--- src/rtl/cnu_block.sv ---
// Serial min-sum check node unit: collects K V2C messages, then emits K C2V messages and the row syndrome.
// Optional offset min-sum output stage enabled by defining OFFSET_MIN_SUM_EN.
module cnu_block #(
  parameter int K             = 6,
  parameter int MESSAGE_WIDTH = 5,
  parameter int IDX_WIDTH     = 3,
  parameter int OFFSET        = 1
) (
  input  logic                     clk,
  input  logic                     rst_n,
  input  logic                     in_valid,
  output logic                     in_ready,
  input  logic [MESSAGE_WIDTH:0]   vnu_msg,
  output logic                     out_valid,
  input  logic                     out_ready,
  output logic [MESSAGE_WIDTH-1:0] cnu_msg,
  output logic [IDX_WIDTH-1:0]     out_idx,
  output logic                     out_last,
  output logic                     syndrome,
  output logic                     syn_valid
);

  localparam int MAG_W = MESSAGE_WIDTH - 1;
  localparam int CNT_W = $clog2(K + 1);

  // Handshake: a word moves on a rising edge where valid && ready are both high;
  // valid never waits for ready, and the sender holds its data until the transfer.
  typedef enum logic [1:0] {IDLE, COLLECT, EMIT} state_t;
  state_t state, state_next;

  logic [MAG_W-1:0]     min1, min2, min1_next, min2_next;
  logic [MAG_W-1:0]     base_min1, base_min2;
  logic [IDX_WIDTH-1:0] idx1, idx1_next, base_idx1;
  logic [CNT_W-1:0]     count, pos, count_next;
  logic                 sign_prod, par, base_sp, base_par;
  logic [K-1:0]         sign_reg;

  logic [MAG_W-1:0] in_mag;
  logic             in_sign, in_dec;
  logic             in_fire, out_fire, row_done;
  logic [MAG_W-1:0] sel_mag, out_mag;

  assign in_mag  = vnu_msg[MAG_W-1:0];
  assign in_sign = vnu_msg[MESSAGE_WIDTH-1];
  assign in_dec  = vnu_msg[MESSAGE_WIDTH];

  assign in_ready  = (state != EMIT);
  assign out_valid = (state == EMIT);
  assign out_last  = out_valid && (out_idx == IDX_WIDTH'(K - 1));
  assign in_fire   = in_valid && in_ready;
  assign out_fire  = out_valid && out_ready;

  // In IDLE the running accumulators restart from a neutral value instead of the old row.
  always_comb begin
    base_min1 = min1;
    base_min2 = min2;
    base_idx1 = idx1;
    base_sp   = sign_prod;
    base_par  = par;
    pos       = count;
    if (state == IDLE) begin
      base_min1 = '1;
      base_min2 = '1;
      base_idx1 = '0;
      base_sp   = 1'b0;
      base_par  = 1'b0;
      pos       = '0;
    end
    min1_next = base_min1;
    min2_next = base_min2;
    idx1_next = base_idx1;
    if (in_mag < base_min1) begin
      min2_next = base_min1;
      min1_next = in_mag;
      idx1_next = IDX_WIDTH'(pos);
    end else if (in_mag < base_min2) begin
      min2_next = in_mag;
    end
    count_next = pos + CNT_W'(1);
  end

  assign row_done = in_fire && (count_next == CNT_W'(K));

  always_comb begin
    state_next = state;
    case (state)
      IDLE:    if (in_fire) state_next = COLLECT;
      COLLECT: if (row_done) state_next = EMIT;
      EMIT:    if (out_fire && out_last) state_next = IDLE;
      default: state_next = IDLE;
    endcase
  end

  assign sel_mag = (out_idx == idx1) ? min2 : min1;

`ifdef OFFSET_MIN_SUM_EN
  localparam logic [MAG_W-1:0] OFF_MAG = MAG_W'(OFFSET);
  assign out_mag = (sel_mag > OFF_MAG) ? (sel_mag - OFF_MAG) : '0;
`else
  assign out_mag = sel_mag;
`endif

  // Extrinsic sign: total product with this position's own sign removed.
  always_comb begin
    cnu_msg = '0;
    if (state == EMIT) cnu_msg = {sign_prod ^ sign_reg[out_idx], out_mag};
  end

  always_ff @(posedge clk or negedge rst_n) begin
    if (!rst_n) begin
      state     <= IDLE;
      min1      <= '0;
      min2      <= '0;
      idx1      <= '0;
      count     <= '0;
      sign_prod <= 1'b0;
      par       <= 1'b0;
      sign_reg  <= '0;
      out_idx   <= '0;
      syndrome  <= 1'b0;
      syn_valid <= 1'b0;
    end else begin
      state     <= state_next;
      syn_valid <= 1'b0;
      if (in_fire) begin
        min1          <= min1_next;
        min2          <= min2_next;
        idx1          <= idx1_next;
        count         <= count_next;
        sign_prod     <= base_sp ^ in_sign;
        par           <= base_par ^ in_dec;
        sign_reg[pos] <= in_sign;
      end
      if (row_done) begin
        syndrome  <= base_par ^ in_dec;
        syn_valid <= 1'b1;
      end
      if (out_fire) out_idx <= out_last ? '0 : out_idx + IDX_WIDTH'(1);
    end
  end

endmodule

--- config.mk ---
export PLATFORM = sky130hd
export DESIGN_NAME = cnu_block
export DESIGN_NICKNAME = d
export VERILOG_FILES = /design/src/rtl/cnu_block.sv
export SDC_FILE = /design/constraint.sdc
export NUM_CORES = 1
export LEC_CHECK = 0
export ABC_AREA = 0
export BUFFER_PORTS_ARGS = -buffer_cell sky130_fd_sc_hd__buf_2
export CAP_MARGIN = 20
export CORE_MARGIN = 1.5
export CORE_UTILIZATION = 40
export CTS_CLUSTER_SIZE = 25
export DETAILED_ROUTE_END_ITERATION = 10
export GPL_TIMING_DRIVEN = 0
export PLACE_DENSITY = 0.57
export SYNTH_ARGS = -nofsm -noshare
export SYNTH_HDL_FRONTEND = slang
export SYNTH_SLANG_ARGS = --single-unit
export TNS_END_PERCENT = 50
--- constraint.sdc ---
create_clock -name clk -period 2.07 [get_ports clk]
set_input_delay 0 -clock clk [delete_from_list [all_inputs] [get_ports clk]]
set_output_delay 0 -clock clk [all_outputs]
set_load 0.05 [all_outputs]
==> metrics.csv, run 1 <==
metric,value,unit
post-synthesis sequential area ratio,0.409,
leakage power,0.00101,uW
top post-synthesis cells by count,"29 x dfrtp_1, 21 x nor2_1, 14 x nand2_1",
PwrDens,1550,nW/um^2
max-cap violations,0,
Num Clock Sinks,29,
syn_nets,204,
vias in the first global route,1577,
post-route ant nets,0,
Final Hold Viols,0,
"EDFF count, synth",0,
most frequent cell after synthesis,dfrtp_1,
Total GRT Usage,0.195,
Worst-Skew Late Latency,0.29,ns
crit path max fanout,8,
I/O pins,23,
Num CTS Buffers,5,
H-tree depth,2,
# diodes,0,
share of cells above drive strength 1,0.302,
"Async S/R FF share, synth",1.00,
clock buffer depth,2,
synth warn,0,
critical path class,reg -> reg,
placer congestion estimate,0.777,
Largest register FFs,6,
average size of a mapped cell,9.55,sq um
synthesized cell area,1780,sq um
met2 Usage GRT,0.315,
"Design Area, Final",2230,sq um
area delta synth->final,25.7,%
clock root cell,clkbuf_8,
hpwl dp,2980,um
worst vdd ir,659,uV
Worst setup EP type,flop,
Initial Util,0.411,
Post-route DRC,0,
Yosys top cell area share,0.409,
First-pass DRT Iterations,4,
slew margin rel.,0.559,
Synth area leader,dfrtp_1,
"top cells by area, synth","dfrtp_1 41%, ha_1 5.6%, mux2_2 4.4%",
register clock-pin slew on the reported worst setup and hold paths,0.07,ns
max-slew violations,0,
Vias/cell,5.65,
"Arr. time, crit path",2.24,ns
Initial DRC Count,62,
Post-DP Area,1940,sq um
fin crit share,0.996,
CTS tree,yes,
worst hold path type,in -> reg,
CP required,2.25,ns
synthesized flop and latch total,29,
met3 Usage GRT,0.0552,
CP Launch Type,flop,
grt met1 use,0.239,
GRT overflow,0,
largest net degree at the start of global routing,30,
Final Net Count,242,
initial antenna violation count,0,
Cells after Synth,186,
clock skew,0.00787,ns
DR WL/cell,15.9,um
status,"finished, final reports clean",
first-pass GRT wire length,7420,um
final wirelength,4420,um
Final setup viols,0,
Tmin final,2.06,ns
Die ar.,4850,sq um
Vias,1564,
RSZ-0062 raised after global routing,yes,
Worst-Margin Slew,0.662,ns
Netlist cell types,46,
most used routing layer,met2,
setup TNS,0,ns
Post-synth top flop,dfrtp_1,
port bufs,20,
die width,69.6,um
Max Clk Rate,485,MHz
die height,69.6,um
FP Rows,24,
core area,4320,sq um
==> critical path: stages, from the launching register on <==
cell,delay (ns)
dfrtp_1,0.42
nor2_4,0.22
buf_4,0.15
nor2_1,0.03
ha_1,0.27
o211ai_1,0.13
o21ai_0,0.31
a21oi_2,0.09
buf_4,0.17
o32a_1,0.17
==> area by class of cell <==
type	count	area, sq um
buffer	9	47.5
clock buffer	5	68.8
clock inverter	3	65.1
fill	406	2090
inverter	6	25.0
multi-input combinational	142	1040
sequential	29	728
tap	52	65.1
timing repair buffer	31	188
==> metrics by stage <==
stage / utilization / setup slack [ns] / std cells / total power (uW) / hold WS, ns
2_1_floorplan: - / 0.00846 / 186 / 2180 / -0.296
3_3_place_gp: 0.449 / -0.385 / 258 / 2470 / 0.0727
3_5_place_dp: 0.449 / -0.365 / 258 / 2530 / 0.0697
4_1_cts: 0.499 / 0.0115 / 274 / 3340 / 0.00944
5_1_grt: 0.516 / -0.0977 / 277 / 3720 / 0.0352
6_report: 0.516 / 0.00779 / 277 / 3460 / 0.0231
==> metal layers <==
| layer | wire length (um) | up-vias |
|---|---|---|
| met5 | 0 | - |
| met4 | 98 | 0 |
| met3 | 249 | 12 |
| met2 | 2100 | 45 |
| met1 | 1970 | 748 |
| li1 | - | 759 |
==> power breakdown <==
| group | switching [uW] | total (uW) | internal (uW) | leakage, uW |
|---|---|---|---|---|
| clock network | 227 | 704 | 478 | 0.0000681 |
| registers | 231 | 1050 | 823 | 0.000338 |
| logic | 929 | 1710 | 777 | 0.000600 |
| total | 1390 | 3460 | 2080 | 0.00101 |
==> placed cells by master, fill, tap and decap left out, types with 7 or more instances in the layout <==
cell,netlist,final
dfrtp_1,29,27
buf_2,3,22
nor2_1,21,20
nand2_1,14,14
buf_4,1,10
ha_1,8,8
mux2_2,7,7
==> path summary, 6_finish.rpt <==
check	slack [ns]	end	start	cells after the start
worst max-delay path	0.008	min1[0]	state[0]	9
worst min-delay path	0.02	min1[1]	vnu_msg[1]	2
worst max register to register	0.008	min1[0]	state[0]	9
worst min register to register	0.50	sign_reg[0]	sign_reg[0]	1
max in group asynchronous	1.33	out_idx[0]	rst_n	2
min in group asynchronous	0.27	idx1[1]	rst_n	2
==> cells by family after synthesis <==
group | after synthesis | share of synthesized area
mux | 15 | 0.0973
fa+ha+maj | 8 | 0.0564
buf+inv | 15 | 0.0374
compound gates | 49 | 0.194
flops | 29 | 0.409
xor+xnor | 5 | 0.0247
simple gates | 65 | 0.182
==> timing repair <==
item / CTS / global route
pin swaps: 2 / 4
resized for setup: 5 / 11
hold endpoints to repair: 30 / 0
setup endpoints to repair: 10 / 15
hold buffers: 2 / 0
setup buffers: 6 / 3
Power figures use the tool's default switching activity.
==> inputs of run 2 (changes only) <==
CTS_BUF_LIST = sky130_fd_sc_hd__clkbuf_4   (was unset)
SLEW_MARGIN = 10   (was unset)
==> run 2 against run 1 <==
  * Via count down 0.45%
  * Total power decreased by 3.0%
  * Critical endpoint unchanged
  * First-iteration DRC count unchanged
  * The run now ends with negative setup slack left
  * Largest power group unchanged
  * Global-route usage shrank 0.46 points
  * Count of clock-buffer cells in the layout did not move
  * Critical path depth is 2 lower
  * Clock skew up 0.0047 ns
  * Clock power down 17%
  * Register-to-register slack worse by 0.02 ns
  * Maximum frequency is 0.98% lower
  * Die area unchanged
==> metrics.csv, run 2 (synthesized netlist as in run 1, its figures left out) <==
metric,value,unit,change
Worst-Margin Slew,0.651,ns,-0.0109 ns
post-route ant nets,0,,unchanged
# diodes,0,,unchanged
CP required,2.36,ns,+0.11 ns
leakage power,0.00101,uW,+0.40%
worst vdd ir,646,uV,-2.0%
Initial Util,0.411,,unchanged
most frequent cells in the layout,"26 x dfrtp_1, 22 x buf_2, 20 x nor2_1",,
port bufs,20,,unchanged
First-pass DRT Iterations,4,,unchanged
area delta synth->final,26.8,%,
violated checks,negative setup slack,,
setup ws final,-0.0126,ns,-0.0204 ns
Final Net Count,246,,+1.7%
core area,4320,sq um,unchanged
crit path max fanout,8,,unchanged
clock root cell,clkbuf_4,,
Worst-Skew Late Latency,0.34,ns,+0.05 ns
CTS tree,yes,,
fin crit share,1.01,,+0.00983
GRT overflow,0,,unchanged
DR WL/cell,15.7,um,-1.4%
CP Launch Type,flop,,
Vias,1557,,-0.45%
internal power,1980,uW,-4.9%
largest net degree at the start of global routing,30,,unchanged
first-pass GRT wire length,7320,um,-1.3%
"Arr. time, crit path",2.37,ns,+0.13 ns
RSZ-0062 raised after global routing,yes,,
final wirelength,4420,um,about the same
initial antenna violation count,0,,unchanged
"Design Area, Final",2250,sq um,+0.90%
Largest register FFs,6,,unchanged
slowest library cell on the worst path,dfrtp_2,,
Switching Share,0.412,,+0.0117
clock buffer depth,2,,unchanged
Total GRT Usage,0.191,,-0.00459
Max Clk Rate,480,MHz,-0.98%
Num Clock Sinks,29,,unchanged
fin util,0.521,,+0.00463
setup TNS,-0.0293,ns,-0.0293 ns
Num CTS Buffers,5,,unchanged
clock skew,0.0126,ns,+0.00469 ns
Fillers,406,,unchanged
Die ar.,4850,sq um,unchanged
I/O pins,23,,unchanged
max-cap violations,0,,unchanged
hpwl dp,2980,um,unchanged
critical path cell sequence,nor2_4 -> nor2_1 -> ha_1 -> a21oi_4 -> o21ai_0 -> a21oi_2 -> o32a_1,,
Tot Pwr,3360,uW,-3.0%
worst stage delay on the critical path,0.45,ns,+0.03 ns
Worst setup EP type,flop,,
Flop pwr share,0.314,,+0.010
critical path class,reg -> reg,,
die height,69.6,um,unchanged
Post-DP Area,1940,sq um,unchanged
Final Hold Viols,0,,unchanged
vias in the first global route,1553,,-1.5%
Tmin final,2.08,ns,+0.0204 ns
slew margin rel.,0.566,,+0.00727
placer congestion estimate,0.777,,unchanged
status,"complete, but fails checks",,
Initial DRC Count,62,,unchanged
share of cells above drive strength 1,0.297,,-0.00528
worst hold slack,0.0894,ns,+0.0663 ns
H-tree depth,2,,unchanged
Vias/cell,5.54,,-1.9%
clock share of power,0.174,,-0.029
Post-route DRC,0,,unchanged
max-slew violations,0,,unchanged
Net Switching,1380,uW,-0.15%
PwrDens,1490,nW/um^2,-3.9%
FP Rows,24,,unchanged
Gate power share,0.511,,+0.019
die width,69.6,um,unchanged
Final setup viols,5,,+5
register clock-pin slew on the reported worst setup and hold paths,0.10,ns,+0.03 ns
worst hold path type,in -> reg,,
"commonest non-fill, non-tap cell in the layout",dfrtp_1,,
[run 2: changes by cell type in the layout (fill, tap and decap cells not counted)]
cell / change
clkbuf_4: +5
buf_4: -1
a21oi_2: -1
a21oi_4: +1
clkbuf_8: -5
dfrtp_2: +1
dlygate4sd3_1: +5
dfrtp_1: -1
[run 2: stage by stage]
stage / cells / worst slack, ns
floorplan: 186 / 0.00846
global placement: 258 / -0.385
detailed placement: 258 / -0.365
global route: 281 / -0.132
CTS: 278 / 0.000950
finish: 281 / -0.0126
[run 2: what timing repair did]
action,CTS,global route
pin swaps,2,4
setup buffers,5,3
hold endpoints to repair,36,0
gates resized for setup,7,11
hold buffers,7,0
setup endpoints to repair,15,14
[run 2: final timing paths]
path                                   from     endpoint  slack, ns  cells past startpoint
worst max-delay path               state[0]      min1[0]      -0.01                      7
worst min-delay path               in_valid     state[0]       0.09                      3
worst max register to register     state[0]      min1[0]      -0.01                      7
worst min register to register  sign_reg[0]  sign_reg[0]       0.51                      1
max in group asynchronous             rst_n   out_idx[0]       1.40                      2
min in group asynchronous             rst_n      min1[2]       0.21                      2
[run 2: area by class of cell]
cell class                      instances  area (sq um)  area share
Clock inverter                          3          65.1      0.0289
Timing Repair Buffer                   35           230       0.102
Inverter                                6          25.0      0.0111
Tap cell                               52          65.1      0.0289
Clock buffer                            5          37.5      0.0167
Buffer                                  9          47.5      0.0211
Multi-Input combinational cell        142          1050       0.467
Sequential cell                        29           729       0.324
[run 2: routing by layer]
layer	vias to the layer above	wire (um)	share of wire	global-route usage
met5	-	0	0	0
met4	0	74	0.017	0.0748
met3	7	183	0.041	0.0392
met2	46	2140	0.48	0.319
met1	743	2020	0.46	0.242
li1	761	-	-	-
[run 2: worst max-delay path: cells and delay by family (launching register included)]
kind	cells	cell delay (ns)
AOI/OAI and AO/OA	4	0.94
adders and majority gates	1	0.35
DFF	1	0.45
and+or+nand+nor	2	0.29
[run 2: power by group through the flow]
stage          clock (uW)  sequential, uW  combinational (uW)
3_5_place_dp            0            1060                1470
6_report              585            1060                1720
3_3_place_gp            0            1050                1430
5_1_grt               624            1100                1880
4_1_cts               599            1060                1560
2_1_floorplan           0            1110                1070
